===== config.mk =====
export PLATFORM = sky130hd
export DESIGN_NAME = spi_reg_burst
export DESIGN_NICKNAME = d
export VERILOG_FILES = /design/src/rtl/spi_reg_burst.sv
export SDC_FILE = /design/constraint.sdc
export NUM_CORES = 1
export LEC_CHECK = 0
export ABC_AREA = 1
export CAP_MARGIN = 20
export CORE_ASPECT_RATIO = 0.7
export CORE_MARGIN = 2
export CORE_UTILIZATION = 53
export DETAILED_ROUTE_END_ITERATION = 7
export GPL_TIMING_DRIVEN = 0
export PLACE_DENSITY = 0.8
export SYNTH_ARGS = -nofsm -noshare
export SYNTH_HDL_FRONTEND = slang
export SYNTH_SLANG_ARGS = --single-unit

===== constraint.sdc =====
create_clock -name clk -period 1.85 [get_ports clk]
set_input_delay 0.185 -clock clk [delete_from_list [all_inputs] [get_ports clk]]
set_output_delay 0.185 -clock clk [all_outputs]
set_load 0.02 [all_outputs]

===== src/rtl/spi_reg_burst.sv =====
// spi_reg_burst: SPI slave register bridge with runtime CPOL/CPHA, REG_W-bit burst read/write and fast commands.
// Define SPI_REG_BURST_FRAME_ERR_EN to add the sticky frame_err output.
module spi_reg_burst #(
  parameter int ADDR_W   = 3,
  parameter int REG_W    = 8,
  parameter int NUM_REGS = 8
) (
  input  logic              clk,
  input  logic              nrst,
  input  logic              sclk,
  input  logic              nss,
  input  logic              mosi,
  output logic              miso,
  output logic              miso_oe,
  input  logic              cpol,
  input  logic              cpha,
  output logic [ADDR_W-1:0] reg_addr,
  output logic              reg_rd_stb,
  input  logic [REG_W-1:0]  reg_data_i,
  output logic [REG_W-1:0]  reg_data_o,
  output logic              reg_data_o_vld,
  input  logic [7:0]        status,
  output logic [5:0]        fastcmd,
  output logic              fastcmd_vld
`ifdef SPI_REG_BURST_FRAME_ERR_EN
  ,
  output logic              frame_err
`endif
);
  localparam logic [2:0] S_WAIT = 3'd0, S_IDLE = 3'd1, S_CMD = 3'd2, S_DATA = 3'd3, S_HOLD = 3'd4;
  logic [2:0] sclk_q;
  logic [1:0] nss_q, mosi_q;
  logic [2:0] st_q, st_d;
  logic cpol_q, cpol_d, cpha_q, cpha_d, first_q, first_d, wr_q, wr_d, pend_q, pend_d;
  logic [REG_W-1:0] osr_q, osr_d, dout_q, dout_d, sh;
  logic [REG_W-2:0] isr_q, isr_d;
  logic [5:0] cnt_q, cnt_d, fc_q, fc_d;
  logic [ADDR_W-1:0] addr_q, addr_d, addr_nxt;
  logic rd_q, rd_d, vld_q, vld_d, fcv_q, fcv_d;
  logic rise, fall, lead, trail, smp, shf, active, cmd_done, err;
  logic [7:0] st8;
  assign rise     = sclk_q[1] & ~sclk_q[2];
  assign fall     = ~sclk_q[1] & sclk_q[2];
  assign lead     = cpol_q ? fall : rise;
  assign trail    = cpol_q ? rise : fall;
  assign smp      = cpha_q ? trail : lead;
  // With CPHA=1 the first leading edge must not shift: the status MSB is already on the wire.
  assign shf      = cpha_q ? (lead & ~first_q) : trail;
  assign active   = (st_q == S_CMD) | (st_q == S_DATA);
  assign cmd_done = (st_q == S_CMD) & ~nss_q[1] & smp & (cnt_q == 6'd7);
  assign sh       = {isr_q, mosi_q[1]};
  assign addr_nxt = (addr_q == ADDR_W'(NUM_REGS - 1)) ? '0 : addr_q + ADDR_W'(1);
  assign st8      = {status[7] | err, status[6:0]};
  assign miso     = ((st_q == S_CMD) | ((st_q == S_DATA) & ~wr_q)) & osr_q[REG_W-1];
  assign miso_oe  = active | (st_q == S_HOLD);
  assign reg_addr       = addr_q;
  assign reg_rd_stb     = rd_q;
  assign reg_data_o     = dout_q;
  assign reg_data_o_vld = vld_q;
  assign fastcmd        = fc_q;
  assign fastcmd_vld    = fcv_q;
`ifdef SPI_REG_BURST_FRAME_ERR_EN
  logic err_q, err_d;
  assign err       = err_q;
  assign frame_err = err_q;
  always_comb begin
    err_d = err_q;
    if (active & nss_q[1] & (cnt_q != 6'd0)) err_d = 1'b1;
    else if (cmd_done & (sh[7:6] == 2'b01)) err_d = 1'b1;
    else if (cmd_done & (sh[7:0] == 8'hFF)) err_d = 1'b0;
  end
  always_ff @(posedge clk or negedge nrst) begin
    if (!nrst) err_q <= 1'b0;
    else err_q <= err_d;
  end
`else
  assign err = 1'b0;
`endif
  always_comb begin
    st_d   = st_q;
    cpol_d = cpol_q;
    cpha_d = cpha_q;
    first_d = first_q;
    wr_d   = wr_q;
    pend_d = pend_q;
    osr_d  = osr_q;
    isr_d  = isr_q;
    dout_d = dout_q;
    cnt_d  = cnt_q;
    fc_d   = fc_q;
    rd_d   = 1'b0;
    vld_d  = 1'b0;
    fcv_d  = 1'b0;
    addr_d = (rd_q | vld_q) ? addr_nxt : addr_q;
    if (st_q == S_WAIT) st_d = nss_q[1] ? S_IDLE : S_WAIT;
    else if (nss_q[1]) st_d = S_IDLE;
    else if (st_q == S_IDLE) begin
      st_d    = S_CMD;
      cpol_d  = cpol;
      cpha_d  = cpha;
      first_d = 1'b1;
      pend_d  = 1'b0;
      cnt_d   = '0;
      osr_d   = '0;
      osr_d[REG_W-1 -: 8] = st8;
    end else if (active) begin
      if (lead) first_d = 1'b0;
      if (shf) begin
        osr_d  = pend_q ? reg_data_i : osr_q << 1;
        rd_d   = pend_q;
        pend_d = 1'b0;
      end
      if (smp) begin
        isr_d = sh[REG_W-2:0];
        cnt_d = cnt_q + 6'd1;
        if (cmd_done) begin
          cnt_d  = '0;
          wr_d   = sh[7];
          st_d   = sh[6] ? S_HOLD : S_DATA;
          pend_d = ~sh[7] & ~sh[6];
          fc_d   = (sh[7:6] == 2'b11) ? sh[5:0] : fc_q;
          fcv_d  = sh[7:6] == 2'b11;
          if (!sh[6]) addr_d = sh[ADDR_W-1:0];
        end else if ((st_q == S_DATA) && (cnt_q == 6'(REG_W - 1))) begin
          cnt_d  = '0;
          dout_d = wr_q ? sh : dout_q;
          vld_d  = wr_q;
          pend_d = ~wr_q;
        end
      end
    end
  end
  always_ff @(posedge clk or negedge nrst) begin
    if (!nrst) begin
      sclk_q  <= '0;
      nss_q   <= '0;
      mosi_q  <= '0;
      st_q    <= S_WAIT;
      cpol_q  <= 1'b0;
      cpha_q  <= 1'b0;
      first_q <= 1'b0;
      wr_q    <= 1'b0;
      pend_q  <= 1'b0;
      osr_q   <= '0;
      isr_q   <= '0;
      dout_q  <= '0;
      cnt_q   <= '0;
      fc_q    <= '0;
      addr_q  <= '0;
      rd_q    <= 1'b0;
      vld_q   <= 1'b0;
      fcv_q   <= 1'b0;
    end else begin
      sclk_q  <= {sclk_q[1:0], sclk};
      nss_q   <= {nss_q[0], nss};
      mosi_q  <= {mosi_q[0], mosi};
      st_q    <= st_d;
      cpol_q  <= cpol_d;
      cpha_q  <= cpha_d;
      first_q <= first_d;
      wr_q    <= wr_d;
      pend_q  <= pend_d;
      osr_q   <= osr_d;
      isr_q   <= isr_d;
      dout_q  <= dout_d;
      cnt_q   <= cnt_d;
      fc_q    <= fc_d;
      addr_q  <= addr_d;
      rd_q    <= rd_d;
      vld_q   <= vld_d;
      fcv_q   <= fcv_d;
    end
  end
endmodule

Word level (Yosys, flattened, before mapping)

Index checks and enable logic that the tools add are counted.

Output and inout port bits: 22
Input bits: 23
Bits in registers: 56
Word-level logic and storage cells: 126

Mux-type cells: 57
Add/sub/neg operators: 2
Equality and inequality tests: 7
Bitwise logic cells: 23
Reduce and logical (&&, ||, !) cells: 19

Operator list:

| kind                                                            | count |
|---|---|
| 3-bit two-way mux                                               | 16 |
| 1-bit two-way mux                                               | 32 |
| 8-bit two-way mux                                               | 4 |
| 6-bit two-way mux                                               | 5 |
| 4-bit AND reduction                                             | 3 |
| 4-bit nonzero test                                              | 3 |
| 1-bit NOT                                                       | 10 |
| 1-bit bitwise AND                                               | 9 |
| 3-bit AND reduction                                             | 3 |
| 8-bit AND reduction                                             | 1 |
| 2-bit nonzero test                                              | 4 |
| 7-bit AND reduction                                             | 1 |
| 6-bit by 1-bit adder with 6-bit output, second input constant   | 1 |
| 3-bit by 2-bit == test with 1-bit output, second input constant | 2 |
| 3-bit == test, second input constant                            | 2 |
| 6-bit by 3-bit == test with 1-bit output, second input constant | 1 |
| 6-bit AND reduction                                             | 1 |
| 5-bit AND reduction                                             | 1 |
| 1-bit OR                                                        | 4 |
| 3-bit by 1-bit adder with 3-bit output, second input constant   | 1 |
| 3-bit by 1-bit == test with 1-bit output, second input constant | 1 |
| 3-bit logical NOT                                               | 1 |
| 2-bit == test, second input constant                            | 1 |
| 1-bit logical AND                                               | 1 |

Logic depth before layout (Yosys ltp)

Depth after elaboration: 12
Mapped depth: 10
Gate-level depth less buffers: 10

Least setup slack after synthesis

No wires, ideal clock.

Path kind: register to register
Start point: register addr_q[0], in the netlist reg_addr[0]
End point: register addr_q[1], in the netlist reg_addr[1]
Library setup time: 0.083 ns
Data required time: 1.767 ns
Arrival: 1.419 ns
Cell stages (with the launch flop): 10
Slack: 0.349 ns
Period minus slack after synthesis: 1.501 ns
Path buffers: 0
Cells stage by stage: dfrtp_1 > ha_1 > ha_1 > inv_1 > nand2_1 > o21ai_0 > nand2_1 > o21ai_0 > inv_1 > o21ai_0

Longest elaborated chain between the ends: 10
Elaborated cells on any way between the ends: 11
Classes of those cells: 1 x add/sub; 1 x eq/ne; 9 x mux

RTL lines:

| what                                                                    | RTL line | text |
|---|---|---|
| start, declared                                                         | 38       | `logic [ADDR_W-1:0] addr_q, addr_d, addr_nxt;` |
| start signal, assigned                                                  | 168      | `addr_q <= addr_d;` |
| 3-bit by 1-bit adder with 3-bit output or 3-bit == test (tied branches) | 52       | `assign addr_nxt = (addr_q == ADDR_W'(NUM_REGS - 1)) ? '0 : addr_q + ADDR_W'(1);` |
| 3-bit two-way mux *                                                     | 52       |  |
| 3-bit two-way mux *                                                     | 94       | `addr_d = (rd_q \| vld_q) ? addr_nxt : addr_q;` |
| 3-bit two-way mux                                                       | 123      | `if (!sh[6]) addr_d = sh[ADDR_W-1:0];` |
| 3-bit two-way mux                                                       | 116      | `if (cmd_done) begin` |
| 3-bit two-way mux                                                       | 113      | `if (smp) begin` |
| 3-bit two-way mux                                                       | 106      | `end else if (active) begin` |
| 3-bit two-way mux                                                       | 97       | `else if (st_q == S_IDLE) begin` |
| 3-bit two-way mux                                                       | 96       | `else if (nss_q[1]) st_d = S_IDLE;` |
| 3-bit two-way mux *                                                     | 95       | `if (st_q == S_WAIT) st_d = nss_q[1] ? S_IDLE : S_WAIT;` |
| net addr_d[1]                                                           | 38       |  |

Mark *: on every way through the listed nets, which the timed path passes. The rest lies on a longest branch.
A chain may end at the register's enable or synchronous reset.

Final worst setup path

Start point: register st_q[0]
End point: output port miso_oe

Longest elaborated chain between the ends: 3
Elaborated cells on any way between the ends: 5
Classes of those cells: 3 x eq/ne; 2 x bitwise

RTL lines:

| what                                     | RTL line | text |
|---|---|---|
| start, declared                          | 33       | `logic [2:0] st_q, st_d;` |
| start signal, assigned                   | 157      | `st_q <= st_d;` |
| 3-bit by 2-bit == test with 1-bit output | 49       | `assign active = (st_q == S_CMD) \| (st_q == S_DATA);` |
| 1-bit OR                                 | 49       |  |
| 1-bit OR *                               | 55       | `assign miso_oe = active \| (st_q == S_HOLD);` |
| end, declared                            | 14       | `output logic miso_oe,` |

Mark *: on every way between the ends. The rest lies on a longest branch, timed or not.

==> results by group <==
Timing
  • Total count of hold-check failures in the final report: 0
  • Number of max-slew violations in the final report: 0
  • Worst hold margin: 0.310 ns
  • Fmax: 575 MHz
  • Transition at the pin with the smallest max-transition slack: 0.493 ns
  • Fin worst setup slack: 0.109 ns
  • Worst-case clock skew: 0.00787 ns
  • Number of setup violations in the final report: 0
  • Max transition margin: 0.671
  • Shortest period the worst path allows: 1.74 ns
  • RSZ-0062 raised after global routing: no
  • Final critical-path share of the clock period: 0.941

Worst setup path
  • Signal arrival time at the worst endpoint: 1.56 ns
  • Kind of end point of the critical path: output port
  • Chain of cells forming the critical path: inv_2 > nand2_1 > o21ai_0 > dlygate4sd2_1
  • Start point of the critical path: st_q[0]
  • CP peak stage delay: 0.47 ns
  • Type of origin of the critical path: flip-flop
  • Termination of the worst setup path: miso_oe
  • Data required time of the worst path: 1.66 ns
  • Critical path class: reg -> out
  • Reg-to-reg endpoint: fastcmd[4]
  • Crit-path slowest cell: sky130_fd_sc_hd__dfrtp_1
  • Register-to-Register Setup Slack: 0.16 ns
  • Reg2reg path depth: 9
  • Maximum fanout encountered on the critical timing path: 6
  • Worst R2R Start: cnt_q[0]

Drt
  • Mean number of vias per cell: 5.09
  • Post-detailed-route count of antenna-violating nets: 0
  • Iteration-0 DRC count of the detailed router: 120
  • Pre-antenna DRT Iters: 4
  • Number of remaining DRC errors: 0
  • Total wire length: 5630 µm
  • Vias post-DR: 2207
  • Routed WL per cell: 13.0 µm

Logic synthesis
  • Top flip-flop cell by instance count after synthesis: sky130_fd_sc_hd__dfrtp_1
  • Register bit total from synthesis: 56
  • Count leader, synth: sky130_fd_sc_hd__nand2_1
  • Avg Inst Size Synth: 8.85 µm²
  • Top post-synthesis cells by count: 75 x sky130_fd_sc_hd__nand2_1, 56 x sky130_fd_sc_hd__dfrtp_1, 28 x sky130_fd_sc_hd__inv_1
  • EDFF count, synth: 0
  • Cell type contributing the most total cell area after synthesis: sky130_fd_sc_hd__dfrtp_1
  • Gate count of the mapped netlist: 311
  • Syn Std Cell Area: 2750 µm²
  • Synth area leaders: sky130_fd_sc_hd__dfrtp_1 51%, sky130_fd_sc_hd__nand2_1 10%, sky130_fd_sc_hd__o21ai_2 4.5%
  • Share of the synthesized area in the top cell type: 0.509
  • Share of synthesized area occupied by flip-flops and latches: 0.509
  • Post-synth ARST share: 1.00
  • Warning count from the yosys run: 0
  • Syn Nets: 337
  • Count of cell types in the netlist: 32

Clock network
  • Clock slew at reported path FFs: 0.10 ns
  • Number of buffers added by the clock tree synthesis step: 5
  • Num Clock Sinks: 56
  • Clock tree root buffer cell: sky130_fd_sc_hd__clkbuf_8
  • Number of post-CTS setup repair buffers: 0
  • Insertion delay to the later sink of the worst-skew pair: 0.30 ns
  • Number of buffers on the longest clock path: 2
  • H-tree Lvls: 2
  • CTS tree: built

Power and ir drop
  • Combinational Power Share: 0.298
  • Lkg Pwr: 1.62 nW
  • Portion of total power attributed to the clock network: 0.209
  • Power density cells: 955 nW/µm²
  • Sequential group share of total power: 0.493
  • Maximum ir drop on the vdd rail: 0.593 mV
  • Cell Int Power: 0.00212 W
  • Switching part of the total power: 0.345
  • Power spent charging and discharging nets: 0.00112 W

Die
  • Number of placement rows: 21
  • DIE AREA: 5790 µm²
  • Die Y: 64.3 µm
  • Die Span X: 90.1 µm
  • Initial core utilization: 0.563
  • Core ar.: 4890 µm²
  • Number of top-level pins: 45

Finish
  • Core occupancy in the finished layout: 0.695
  • Number of standard cells in the final layout excluding fillers: 434
  • Area growth from synthesis to layout: 23.4%
  • Layout Nets: 390
  • Fraction of final layout cells sized beyond drive strength 1: 0.181
  • Antenna fix cells: 0

Outcome
  • Result of the run: finished, final reports clean

Placed design
  • Placement-stage worst setup slack: 0.133 ns
  • Final estimated routing congestion in global placement: 0.862
  • Placed cell count: 425
  • DPL Wire Length: 4280 µm
  • Count of buffers inserted at the top-level ports: 44

GRT
  • Maximum number of pins on one net before global-route repair: 36
  • Overflow left after global routing: 0
  • Initial antenna violation count: 0
  • First-pass GRT wire length: 9600 µm
  • Vias in the first global route: 2033
  • Global-route usage over all layers: 0.210

Hold path
  • Worst Hold Class: in -> reg

Flow run
  • Max-cap viol count: 0
[layout make-up]
class,instances,area (µm²)
buffer,7,52.6
clock buffer,7,86.3
clock inverter,1,7.51
fill,419,1490
inverter,35,131
multi-input combinational,213,1170
sequential,56,1400
tap,69,86.3
timing repair buffer,46,463
[critical path, delay by kind of cell, from the launching register on]
family                 cells  cell delay [ns]
buffers and inverters      2             0.50
flip-flops                 1             0.47
AO/OA/AOI/OAI              1             0.20
AND/OR/NAND/NOR            1             0.08
[registers in the layout (all words and copies together), names as in the netlist, 2 cells and up]
name,cells
reg_addr,3
mosi_q,2
cnt_q,6
st_q,3
reg_data_o,8
fastcmd,6
nss_q,2
sclk_q,3
osr_q,8
isr_q,7
[power by group through the flow]
stage | Combinational, W | Sequential, W | Clock, W
after floorplan | 0.000683 | 0.00159 | 0
after global placement | 0.000933 | 0.00161 | 0
after detailed placement | 0.000972 | 0.00162 | 0
after CTS | 0.000969 | 0.00159 | 0.000692
after global routing | 0.00109 | 0.00162 | 0.000750
final | 0.000966 | 0.00160 | 0.000676
[routing by layer]
layer	vias to the layer above	track usage	routed length, µm
li1	1122	-	-
met1	1028	0.312	2810
met2	48	0.311	2470
met3	9	0.0436	284
met4	0	0.0635	61
met5	-	0	0
[cell usage in the layout (no fill, tap or decap), types with 2 or more instances in the layout]
cell                              count
sky130_fd_sc_hd__a21oi_1             11
sky130_fd_sc_hd__a21oi_2              2
sky130_fd_sc_hd__a31o_2               6
sky130_fd_sc_hd__buf_6                3
sky130_fd_sc_hd__clkbuf_1             4
sky130_fd_sc_hd__clkbuf_8             6
sky130_fd_sc_hd__clkdlybuf4s50_1     41
sky130_fd_sc_hd__dfrtp_1             56
sky130_fd_sc_hd__dlygate4sd2_1        2
sky130_fd_sc_hd__ha_1                 3
sky130_fd_sc_hd__inv_1               28
sky130_fd_sc_hd__inv_2                7
sky130_fd_sc_hd__nand2_1             75
sky130_fd_sc_hd__nand2_2              7
sky130_fd_sc_hd__nand2_4              3
sky130_fd_sc_hd__nand3_1             14
sky130_fd_sc_hd__nand3_2              3
sky130_fd_sc_hd__nand4_1              6
sky130_fd_sc_hd__nor2_1              26
sky130_fd_sc_hd__nor2_2               2
sky130_fd_sc_hd__nor2_4               4
sky130_fd_sc_hd__nor3_1               3
sky130_fd_sc_hd__o21ai_0             22
sky130_fd_sc_hd__o21ai_1              2
sky130_fd_sc_hd__o21ai_2             14
sky130_fd_sc_hd__or2_2                2
[kinds of logic (layout without fill, tap and decap cells)]
kind of cell	after synthesis	count (layout)	share of synthesized area
flip-flops	56	56	0.509
AO/OA/AOI/OAI	60	60	0.141
XOR/XNOR	1	1	0.00318
multiplexers	1	1	0.00409
adder cells (fa/ha/maj)	3	3	0.0136
buffers and inverters	42	96	0.0668
AND/OR/NAND/NOR	148	148	0.261
[worst min-delay path by stage]
stage | start | endpoint | slack, ns | cells past startpoint
after floorplan | nrst | cnt_q[0] | -0.11 | 0
after global placement | sclk_q[0] | sclk_q[1] | 0.33 | 0
after detailed placement | nrst | fastcmd[2] | 0.18 | 1
after CTS | nss | nss_q[0] | 0.31 | 1
after global routing | mosi | mosi_q[0] | 0.31 | 1
final | nss | nss_q[0] | 0.31 | 1
[what timing repair did]
item | CTS | global route
hold endpoints to repair | 21 | 0
hold buffers | 1 | 0
gates resized for setup | 2 | 0
endpoints found under the setup margin | 2 | 0
[metrics by stage]
stage	area, µm²	power (W)	TNS [ns]
finish	3390	0.00324	0
detailed placement	3290	0.00259	0
CTS	3390	0.00326	0
global placement	3280	0.00254	-60.21
floorplan	2750	0.00227	0
global route	3390	0.00346	0
Power figures use the tool's default switching activity.
